[config.mk]
export PLATFORM = sky130hd
export DESIGN_NAME = pipeline_stage_reg
export DESIGN_NICKNAME = d
export VERILOG_FILES = /design/src/rtl/pipeline_stage_reg.sv
export SDC_FILE = /design/constraint.sdc
export NUM_CORES = 1
export LEC_CHECK = 0
export ABC_AREA = 0
export BUFFER_PORTS_ARGS = -buffer_cell sky130_fd_sc_hd__buf_4
export CAP_MARGIN = 20
export CELL_PAD_IN_SITES_DETAIL_PLACEMENT = 1
export CELL_PAD_IN_SITES_GLOBAL_PLACEMENT = 2
export CORE_MARGIN = 4
export CORE_UTILIZATION = 25
export CTS_CLUSTER_SIZE = 24
export DETAILED_ROUTE_END_ITERATION = 12
export PLACE_DENSITY_LB_ADDON = 0.1
export SYNTH_ARGS = -nofsm -noshare
export SYNTH_HDL_FRONTEND = slang
export SYNTH_SLANG_ARGS = --single-unit
[constraint.sdc]
create_clock -name clk -period 5 [get_ports clk]
set_input_delay 0.25 -clock clk [delete_from_list [all_inputs] [get_ports clk]]
set_output_delay 0.25 -clock clk [all_outputs]
set_load 0.05 [all_outputs]
[src/rtl/pipeline_stage_reg.sv]
// pipeline_stage_reg
//   One valid/ready pipeline register stage. All state changes on the
//   falling edge of clk. Reset is synchronous and active-high.
//
//   Build option: define PIPE_STAGE_SKID_EN for two-entry skid mode.
//     - Defined: main + skid registers. in_ready depends only on
//       registered state, so there is no combinational out_ready -> in_ready
//       path.
//     - Undefined: single entry. in_ready follows out_ready when the entry
//       is live.
//
// Ports
//   clk, rst          clock (falling-edge active) and sync active-high reset
//   flush             squash every held entry; blocks input this cycle
//   in_valid/in_ready/in_data     upstream handshake and payload
//   out_valid/out_ready/out_data  downstream handshake and payload
//   occupancy         entries held (0..2), registered
//   stall_count       saturating count of back-pressured upstream cycles
module pipeline_stage_reg #(
    parameter int DATA_W = 128,
    parameter int CNT_W  = 16
) (
    input  logic              clk,
    input  logic              rst,
    input  logic              flush,
    input  logic              in_valid,
    output logic              in_ready,
    input  logic [DATA_W-1:0] in_data,
    output logic              out_valid,
    input  logic              out_ready,
    output logic [DATA_W-1:0] out_data,
    output logic [1:0]        occupancy,
    output logic [CNT_W-1:0]  stall_count
);

    typedef enum logic [1:0] {
        EMPTY = 2'd0,
        ONE   = 2'd1,
        FULL  = 2'd2
    } state_t;

    state_t            state, state_nxt;
    logic [DATA_W-1:0] main_q, main_nxt;
    logic              in_xfer, out_xfer;

`ifdef PIPE_STAGE_SKID_EN
    logic [DATA_W-1:0] skid_q, skid_nxt;
    assign in_ready = (state != FULL) && !flush && !rst;
`else
    assign in_ready = (!out_valid || out_ready) && !flush && !rst;
`endif

    assign out_valid = (state != EMPTY);
    assign out_data  = main_q;
    assign in_xfer   = in_valid && in_ready;
    assign out_xfer  = out_valid && out_ready;

    // Next state and payload routing. A flush drops everything, but main_q
    // keeps its old contents so out_data holds its last value.
    always_comb begin
        state_nxt = state;
        main_nxt  = main_q;
`ifdef PIPE_STAGE_SKID_EN
        skid_nxt  = skid_q;
`endif
        if (flush) begin
            state_nxt = EMPTY;
        end else begin
            case (state)
                EMPTY: begin
                    if (in_xfer) begin
                        state_nxt = ONE;
                        main_nxt  = in_data;
                    end
                end
                ONE: begin
                    if (in_xfer && out_xfer) begin
                        main_nxt = in_data;
`ifdef PIPE_STAGE_SKID_EN
                    end else if (in_xfer) begin
                        // Main is still held downstream; park the new beat.
                        state_nxt = FULL;
                        skid_nxt  = in_data;
`endif
                    end else if (out_xfer) begin
                        state_nxt = EMPTY;
                    end
                end
`ifdef PIPE_STAGE_SKID_EN
                FULL: begin
                    if (out_xfer) begin
                        state_nxt = ONE;
                        main_nxt  = skid_q;
                    end
                end
`endif
                default: state_nxt = EMPTY;
            endcase
        end
    end

    always_ff @(negedge clk) begin
        if (rst) begin
            state     <= EMPTY;
            occupancy <= 2'd0;
            main_q    <= '0;
        end else begin
            state     <= state_nxt;
            occupancy <= 2'(state_nxt);
            main_q    <= main_nxt;
        end
    end

`ifdef PIPE_STAGE_SKID_EN
    always_ff @(negedge clk) begin
        if (rst) skid_q <= '0;
        else     skid_q <= skid_nxt;
    end
`endif

    // Counts refused offers, including those blocked by flush.
    always_ff @(negedge clk) begin
        if (rst)
            stall_count <= '0;
        else if (in_valid && !in_ready && (stall_count != '1))
            stall_count <= stall_count + CNT_W'(1);
    end

endmodule

# Yosys cells after proc, flatten, opt, wreduce, memory -nomap -nowiden
# Index checks and enable logic that the tools add are counted.
op_classes:
  bitwise: 1
  n_addsub: 1
  muxes: 7
  n_eq_ne: 6
  reduce_logical: 18
ops:
  columns: ["op", "n"]
  rows:
  - ["two-way mux 128 bit", 2]
  - ["one-hot mux 128 bit (2 select lines)", 1]
  - ["adder 16 x 1 -> 16 bit (second input constant)", 1]
  - ["inequality test 16 bit (second input constant)", 1]
  - ["inequality test 2 bit (second input constant)", 4]
  - ["logical AND 1 bit", 7]
  - ["two-way mux 2 bit", 3]
  - ["logical NOT 1 bit", 4]
  - ["one-hot mux 2 bit (2 select lines)", 1]
  - ["AND reduction 4 bit", 1]
  - ["nonzero test 2 bit", 2]
  - ["AND reduction 3 bit", 1]
  - ["== test 2 x 1 -> 1 bit (second input constant)", 1]
  - ["logical NOT 2 bit", 1]
  - ["OR reduction 2 bit", 1]
  - ["logical OR 1 bit", 1]
  - ["NOT 1 bit", 1]
totals:
  wordCells: 36
  reg_bits: 146

# Depth between registers and ports, before layout
# Gate-level depths: netlist of the first run.
logic_depth:
  depth_word: 9
  depth_mapped: 6
  depth_no_buf: 5

==> results.sh, run 1 <==
export IMPL_rsz0062_at_grt="false"
export IMPL_rows=53
export IMPL_antenna_found_initial=0
export IMPL_netlist_area_mm2=0.00534
export IMPL_ys_async_sr_fraction_pct=0
export IMPL_fp_dieW_um=154
export IMPL_avgViaCountPerCell=4.47
export IMPL_clk_insertion_delay_late_ns=0.46
export IMPL_initial_core_util_pct=25.4
export IMPL_relSlewSlack_pct=41.6
export IMPL_diodes=0
export IMPL_power_w=0.00327
export IMPL_die_h_um=154
export IMPL_worstMarginPinSlew_ns=0.876
export IMPL_worstSetupStartpointType="flop"
export IMPL_netlist_cell_type_count=40
export IMPL_cts_sinks=145
export IMPL_tritoncts="built"
export IMPL_final_antenna_net_count=0
export IMPL_yosys_warnings=0
export IMPL_cts_root_buf="clkbuf_16"
export IMPL_area_delta_synth_final_pct=63.6
export IMPL_grt_pass1_vias=6567
export IMPL_cts_hold_fix_buffers=0
export IMPL_fin_area_mm2=0.00873
export IMPL_dpl_cell_area_mm2=0.00763
export IMPL_drt_pass1_iterations=6
export IMPL_tns_ns=0
export IMPL_maxCapViolCount=0
export IMPL_avgSynthCellArea_um2=7.99
export IMPL_cp_end_kind="primary output"
export IMPL_port_buffers=279
export IMPL_crit_fanout=4
export IMPL_powerDensity_mw_per_mm2=375
export IMPL_clock_skew_ns=0.0211
export IMPL_synth_edf_count=0
export IMPL_dp_hpwl_um=13900
export IMPL_vdd_ir_drop_max_v=0.000221
export IMPL_drt_iter0_drc=195
export IMPL_grt_max_degree=84
export IMPL_leakage_nw=4.24
export IMPL_final_cell_mix="buf_4 (285), nand2_1 (262), inv_1 (150), dfxtp_1 (145), a21oi_1 (136)"
export IMPL_critical_path_arrival_ns=3.80
export IMPL_post_cts_buffers=0
export IMPL_holdWs_ns=0.450
export IMPL_hp_class="reg2reg"
export IMPL_drc_errors=0
export IMPL_cts_made_buffers=17
export IMPL_ios=281
export IMPL_drv_slew=0
export IMPL_drive_above_1_share_pct=30.8
export IMPL_coreArea_mm2=0.0210
export IMPL_cts_htree_levels=4
export IMPL_wl_per_cell_um=14.8
export IMPL_status="finished clean"
export IMPL_required_ns=4.75
export IMPL_grt_util_all_layers_pct=16.5
export IMPL_die_area_mm2=0.0237
export IMPL_synth_seq_cells=145
export IMPL_clkTransAtPathRegs_ns=0.03
export IMPL_finalSetupViolCount=0
export IMPL_rrSetupSlack_ns=3.11
export IMPL_vias=6073
export IMPL_cts_resized=0
export IMPL_grt_ovfl_total=0
export IMPL_fin_nets=1204
export IMPL_crit_type="reg2out"
export IMPL_synthFlopType="dfxtp_1"
export IMPL_hold_viol=0
export IMPL_syn_inst=668
export IMPL_clk_path_buf_depth=2
export IMPL_synth_nets=802
export IMPL_routabilityCongestion=0.764
export IMPL_grt_pass1_wl_um=31800
export IMPL_yosysSeqAreaShare_pct=54.4
export IMPL_layout_commonest_cell="buf_4"
export IMPL_routed_wl_um=20100
==> kinds of logic after synthesis <==
family          synth area share [%]
fa+ha+maj                      0.234
compound gates                  15.0
buf+inv                         4.50
mux                             1.24
other cells                   0.0703
flops                           54.4
simple gates                    24.6
==> metrics by stage <==
stage               setup slack, ns  std cells  utilization [%]
global placement              0.750       1182             36.3
CTS                           0.912       1358             41.5
detailed placement            0.696       1182             36.3
floorplan                      1.04        668                -
finish                        0.952       1358             41.5
global route                  0.845       1358             41.5
==> synth_stat cells, types with 4 or more instances <==
| cell | number | area [um2] |
|---|---|---|
| nand3_1 | 5 | 25.0 |
| clkbuf_1 | 28 | 105 |
| nor2_1 | 12 | 45.0 |
| inv_1 | 5 | 18.8 |
| dfxtp_1 | 145 | 2900 |
| buf_1 | 4 | 15.0 |
| a21oi_1 | 136 | 681 |
| buf_2 | 9 | 45.0 |
| or4_1 | 6 | 45.0 |
| nand2_1 | 262 | 983 |
| and2b_2 | 6 | 52.6 |
| nor3_1 | 4 | 20.0 |
| mux2_2 | 4 | 45.0 |
| o31ai_1 | 6 | 45.0 |
==> layout make-up <==
class                   instances  area, um2
well taps                     275        344
flip-flops and latches        145       2900
repair buffers                286       2160
fillers                      2615      12300
clock buffers                  17        425
clock inverters               160        671
multi-input cells             471       2210
inverters                       4       15.0
==> registers in the layout, summed over array words and instances, names as in the netlist <==
register,cells
stall_count,16
out_data,128
state,1
==> report_power, final <==
group | switching [W] | internal (W) | total, W
Sequential | 0.0000199 | 0.00120 | 0.00122
Combinational | 0.000238 | 0.000140 | 0.000378
Clock | 0.000862 | 0.000806 | 0.00167
==> metal layers <==
layer  track usage, %  up-vias  wire [um]
li1                 -     2996          -
met1             16.2     2797       7300
met2             25.7      246       9760
met3             11.8       34       2590
met4             9.00        0        407
met5                0        -          0
==> critical path, cell delays in order, from the launching register on <==
cell and delay (ns):
dfxtp_1 0.37, nand2b_1 0.14, nand2_1 0.12, inv_1 0.05, buf_4 0.18
==> worst paths after layout <==
kind | start | end | depth (start not counted)
setup / recovery | state[0] | in_ready | 4
hold / removal | out_data[28] | out_data[28] | 2
setup reg to reg | stall_count[0] | stall_count[0] | 5
hold reg to reg | out_data[28] | out_data[28] | 2
(Power assumes the default switching activity.)
==> run 2: changes to the inputs <==
- ABC_AREA: 0 -> 1
- CORE_UTILIZATION: 25 -> 24
- clock period: 5 -> 3.8 ns (I/O delays scaled with it)
==> run 2 against run 1 <==
Compared with the run above:
- final cell count increased by 7.4%
- die area increased by 12%
- core utilization decreased by 2.4 points
- critical path depth increased by 1
- power increased by 35%
- synthesized cell count increased by 10%
- non-clock buffer count increased by 4
- area after synthesis increased by 8.2%
- setup slack got worse by 0.83 ns
- worst hold slack improved by 0.0069 ns
- highest routed layer unchanged
==> results.sh, run 2 <==
export IMPL_fp_dieW_um=163
export IMPL_yosys_warnings=0
export IMPL_status="finished clean"
export IMPL_fin_nets=1260
export IMPL_rsz0062_at_grt="false"
export IMPL_synth_nets=869
export IMPL_required_ns=3.61
export IMPL_layout_commonest_cell="buf_4"
export IMPL_area_delta_synth_final_pct=59.6
export IMPL_vias=6532
export IMPL_worst_path_largest_cell_delay_ns=0.33
export IMPL_vdd_ir_drop_max_v=0.000243
export IMPL_synth_top_area_share_pct=50.3
export IMPL_netlist_cell_type_count=28
export IMPL_synth_top_cells_by_area="dfxtp_1 (50%), nand2_1 (12%), a21oi_1 (12%)"
export IMPL_routabilityCongestion=0.738
export IMPL_clock_skew_ns=0.0185
export IMPL_crit_fanout=32
export IMPL_power_w=0.00442
export IMPL_clk_insertion_delay_late_ns=0.46
export IMPL_holdWs_ns=0.457
export IMPL_synth_commonest_cells="nand2_1 (186), dfxtp_1 (145), a21oi_1 (135), nand3_1 (135), buf_4 (29)"
export IMPL_cpMostUsedCell="nand2_1"
export IMPL_final_cell_mix="buf_4 (283), nand2_1 (185), inv_1 (160), dfxtp_1 (145)"
export IMPL_maxCapViolCount=0
export IMPL_cts_htree_levels=4
export IMPL_grt_pass1_vias=6810
export IMPL_dp_slack_ns=0.400
export IMPL_clk_path_buf_depth=2
export IMPL_antenna_found_initial=0
export IMPL_finalSetupViolCount=0
export IMPL_synthFlopType="dfxtp_1"
export IMPL_powerDensity_mw_per_mm2=479
export IMPL_drc_errors=0
export IMPL_grt_util_all_layers_pct=16.4
export IMPL_finalWorstSetupSlack_ns=0.118
export IMPL_leakage_nw=4.37
export IMPL_nFillCells=2963
export IMPL_multi_input_area_mm2=0.00244
export IMPL_drive_above_1_share_pct=29.9
export IMPL_final_antenna_net_count=0
export IMPL_worstMarginPinSlew_ns=0.915
export IMPL_avgViaCountPerCell=4.48
export IMPL_cts_made_buffers=17
export IMPL_routed_wl_um=22600
export IMPL_drt_pass1_iterations=4
export IMPL_worstSetupStartpointType="flop"
export IMPL_path_cells="nand2_1, nand2_1, inv_4, buf_16, buf_4"
export IMPL_dp_hpwl_um=14400
export IMPL_grt_max_degree=144
export IMPL_grt_pass1_wl_um=34800
export IMPL_coreArea_mm2=0.0235
export IMPL_ys_async_sr_fraction_pct=0
export IMPL_cts_root_buf="clkbuf_16"
export IMPL_grt_ovfl_total=0
export IMPL_port_buffers=279
export IMPL_cts_sinks=145
export IMPL_drv_slew=0
export IMPL_synth_top_area_cell="dfxtp_1"
export IMPL_initial_core_util_pct=24.5
export IMPL_cp_end_kind="primary output"
export IMPL_slowest_stage="dfxtp_1"
export IMPL_tritoncts="built"
export IMPL_diodes=0
export IMPL_tns_ns=0
export IMPL_wl_per_cell_um=15.5
export IMPL_hold_viol=0
export IMPL_synth_edf_count=0
export IMPL_syn_inst=735
export IMPL_rows=56
export IMPL_die_area_mm2=0.0266
export IMPL_hp_class="reg2reg"
export IMPL_fin_util_pct=39.1
export IMPL_relSlewSlack_pct=39.0
export IMPL_clkTransAtPathRegs_ns=0.03
export IMPL_seq_area_mm2=0.00290
export IMPL_die_h_um=163
export IMPL_crit_type="reg2out"
export IMPL_drt_iter0_drc=264
export IMPL_synth_most_common_cell="nand2_1"
export IMPL_yosysSeqAreaShare_pct=50.3
export IMPL_critical_path_arrival_ns=3.49
export IMPL_ios=281
export IMPL_largest_reg_flops=128
export IMPL_avgSynthCellArea_um2=7.85
export IMPL_netlist_area_mm2=0.00577
export IMPL_synth_seq_cells=145
[run 2: cell count changes in the layout (fill, tap and decap cells not counted), sizes merged, moves of 4 or more]
cell | before | now
and2b | 6 | 0
xnor2 | 0 | 4
nor2 | 12 | 24
a21oi | 136 | 143
mux2 | 5 | 0
inv | 160 | 167
or4 | 6 | 0
nand3 | 5 | 136
nand2 | 262 | 189
o31ai | 6 | 0
[run 2: logic make-up after synthesis]
family	synth area share, %
flip-flops	50.3
adder cells (fa/ha/maj)	0.217
AND/OR/NAND/NOR	27.6
AO/OA/AOI/OAI	13.3
buffers and inverters	7.50
XOR/XNOR	1.06
other	0.0650
[run 2: layout make-up]
class | instances | area share (%)
clock buffers | 17 | 4.62
well taps | 319 | 4.33
multi-input cells | 512 | 26.5
flip-flops and latches | 145 | 31.5
repair buffers | 290 | 24.8
clock inverters | 160 | 7.60
inverters | 15 | 0.638
[run 2: through the flow]
| step | area [um2] | cells |
|---|---|---|
| floorplan | 5770 | 735 |
| global placement | 8040 | 1279 |
| detailed placement | 8040 | 1279 |
| CTS | 9200 | 1456 |
| global route | 9220 | 1458 |
| finish | 9220 | 1458 |
[run 2: where the power goes]
part           total [W]  switching, W  internal, W  leakage [nW]
clock            0.00225       0.00112      0.00113          1.06
sequential       0.00161     0.0000263      0.00158          1.18
combinational   0.000558      0.000354     0.000204          2.13
[run 2: worst max-delay path, delay by kind of cell (launching register included)]
family                 cells  cell delay [ns]
buffers and inverters      3             0.58
flip-flops                 1             0.33
AND/OR/NAND/NOR            2             0.22
[run 2: worst paths after layout]
kind	startpoint	endpoint	slack (ns)	cells past startpoint
worst min-delay path	out_data[62]	out_data[62]	0.46	2
worst min register to register	out_data[62]	out_data[62]	0.46	2
worst max register to register	stall_count[0]	stall_count[15]	2.12	9
worst max-delay path	state[0]	in_ready	0.12	5
[run 2: per-layer routing]
layer	routed length, um	up-vias	GRT usage (%)
li1	-	3238	-
met1	9670	3048	19.3
met2	10300	225	23.7
met3	2250	21	9.99
met4	342	0	7.59
met5	0	-	0
[run 2: timing repair]
item | 4_1_cts | 5_1_grt
cloned | 1 | 0
resized for setup | 1 | 0
buffers inserted | 0 | 2
endpoints found under the setup margin | 1 | 1
hold buffers | 0 | 0
==> run 3: changes to the inputs <==
- ABC_AREA: 1 -> 0
- CORE_UTILIZATION: 24 -> 23
==> run 3 against run 2 <==
Compared with the run above:
- power fell by 0.72%
- wire length fell by 6.5%
- count of clock-buffer cells in the layout did not move
- sequential cell count did not move
- critical endpoint unchanged
- highest routed layer unchanged
==> results.sh, run 3 (synthesis gave the netlist of run 1 again) <==
export IMPL_maxCapViolCount=0
export IMPL_worstSetupEndpoint="in_ready"
export IMPL_hp_class="reg2reg"
export IMPL_drt_pass1_iterations=4
export IMPL_r2r_start="stall_count[0]"
export IMPL_required_ns=3.61
export IMPL_grt_ovfl_total=0
export IMPL_worst_path_buf_inv=2
export IMPL_cp_num_cells=4
export IMPL_grt_pass1_vias=6685
export IMPL_status="finished clean"
export IMPL_cts_root_buf="clkbuf_16"
export IMPL_leakage_nw=4.27
export IMPL_final_antenna_net_count=0
export IMPL_cts_made_buffers=17
export IMPL_wl_per_cell_um=15.4
export IMPL_cts_htree_levels=4
export IMPL_worstMarginPinSlew_ns=0.613
export IMPL_clk_insertion_delay_late_ns=0.46
export IMPL_path_cells="nand2b_1, nand2_1, inv_1, buf_4"
export IMPL_fin_nets=1206
export IMPL_die_area_mm2=0.0257
export IMPL_routabilityCongestion=0.756
export IMPL_antenna_found_initial=0
export IMPL_cp_end_kind="primary output"
export IMPL_holdWs_ns=0.450
export IMPL_area_delta_synth_final_pct=65.9
export IMPL_slowest_stage="dfxtp_1"
export IMPL_layout_commonest_cell="buf_4"
export IMPL_grt_util_all_layers_pct=16.1
export IMPL_routed_wl_um=21100
export IMPL_coreArea_mm2=0.0227
export IMPL_clkTransAtPathRegs_ns=0.03
export IMPL_fp_dieW_um=160
export IMPL_grt_max_degree=56
export IMPL_cts_hold_fix_buffers=0
export IMPL_crit_fanout=4
export IMPL_initial_core_util_pct=23.5
export IMPL_clk_path_buf_depth=2
export IMPL_relSlewSlack_pct=59.1
export IMPL_drc_errors=0
export IMPL_r2r_cells=5
export IMPL_crit_type="reg2out"
export IMPL_avgViaCountPerCell=4.45
export IMPL_tns_ns=0
export IMPL_finalSetupViolCount=0
export IMPL_worst_path_largest_cell_delay_ns=0.43
export IMPL_clock_skew_ns=0.0231
export IMPL_met3_usage_pct=9.85
export IMPL_grt_met2_usage_pct=25.1
export IMPL_final_cell_mix="buf_4 (282), nand2_1 (262), inv_1 (150), dfxtp_1 (145), a21oi_1 (136)"
export IMPL_die_h_um=160
export IMPL_cts_sinks=145
export IMPL_diodes=0
export IMPL_vias=6096
export IMPL_critPathTopFamily="flip-flops"
export IMPL_drive_above_1_share_pct=31.0
export IMPL_drt_iter0_drc=289
export IMPL_largest_reg_flops=128
export IMPL_use_met1_pct=16.7
export IMPL_tritoncts="built"
export IMPL_busiest_layer="met2"
export IMPL_port_buffers=279
export IMPL_hold_viol=0
export IMPL_rsz0062_at_grt="false"
export IMPL_drv_slew=0
export IMPL_nFillCells=2846
export IMPL_ios=281
export IMPL_cts_resized=0
export IMPL_post_cts_buffers=0
export IMPL_worstSetupStartpointType="flop"
export IMPL_dp_hpwl_um=15100
export IMPL_vdd_ir_drop_max_v=0.000240
export IMPL_rrSetupSlack_ns=1.88
export IMPL_grt_pass1_wl_um=33400
export IMPL_critical_path_arrival_ns=3.30
export IMPL_rows=55
export IMPL_powerDensity_mw_per_mm2=496
export IMPL_r2r_end="stall_count[0]"
export IMPL_crit_start="state[0]"
[run 3: cell types whose count changed in the layout (fill, tap and decap cells not counted), moves of 4 or more]
cell,delta
and2b_2,+6
a21oi_2,-8
inv_1,-10
nand2_1,+77
xnor2_1,-4
mux2_2,+4
nand3_1,-131
or4_1,+6
nor2_1,-7
o31ai_1,+6
[run 3: final cells by class]
cell class	instances	area [um2]	share of cell area, %
Sequential cell	145	2900	32.8
Timing Repair Buffer	288	2240	25.3
Multi-Input combinational cell	471	2210	25.0
Clock inverter	160	704	7.96
Clock buffer	17	425	4.81
Tap cell	285	357	4.03
Inverter	4	15.0	0.170
[run 3: power by group]
group | leakage [nW] | switching [W] | internal (W)
registers | 1.18 | 0.0000269 | 0.00158
logic | 2.04 | 0.000316 | 0.000191
clock network | 1.06 | 0.00109 | 0.00118
[run 3: layer usage]
layer  up-vias  share of wire [%]
met3        21                 10
met5         -                  0
met1      2848                 39
met2       225                 49
li1       3002                  -
met4         0                2.1
[run 3: worst reg2reg max path: stages, from the launching register on]
cell and delay (ns):
dfxtp_1 0.39, ha_1 0.29, nand4_1 0.24, nor4_4 0.43, nor2_1 0.14, mux2_1 0.32
[run 3: per-stage QoR]
stage               std cells  total power, W  instance area (um2)  util (%)  worst slack, ns
finish                   1370         0.00439                 8850      39.0            0.312
global route             1370         0.00474                 8850      39.0            0.180
CTS                      1370         0.00453                 8850      39.0            0.249
detailed placement       1194         0.00237                 7720      34.0            0.246
global placement         1194         0.00237                 7720      34.0            0.285
floorplan                 668         0.00214                 5340         -            0.505
[run 3: how the worst min path moves through the flow]
stage,slack (ns),from,endpoint,cells after the start
global placement,0.44,out_data[17],out_data[17],2
global route,0.47,out_data[100],out_data[100],2
finish,0.45,out_data[100],out_data[100],2
floorplan,0.67,out_data[124],out_data[124],2
detailed placement,0.45,out_data[100],out_data[100],2
CTS,0.45,out_data[100],out_data[100],2
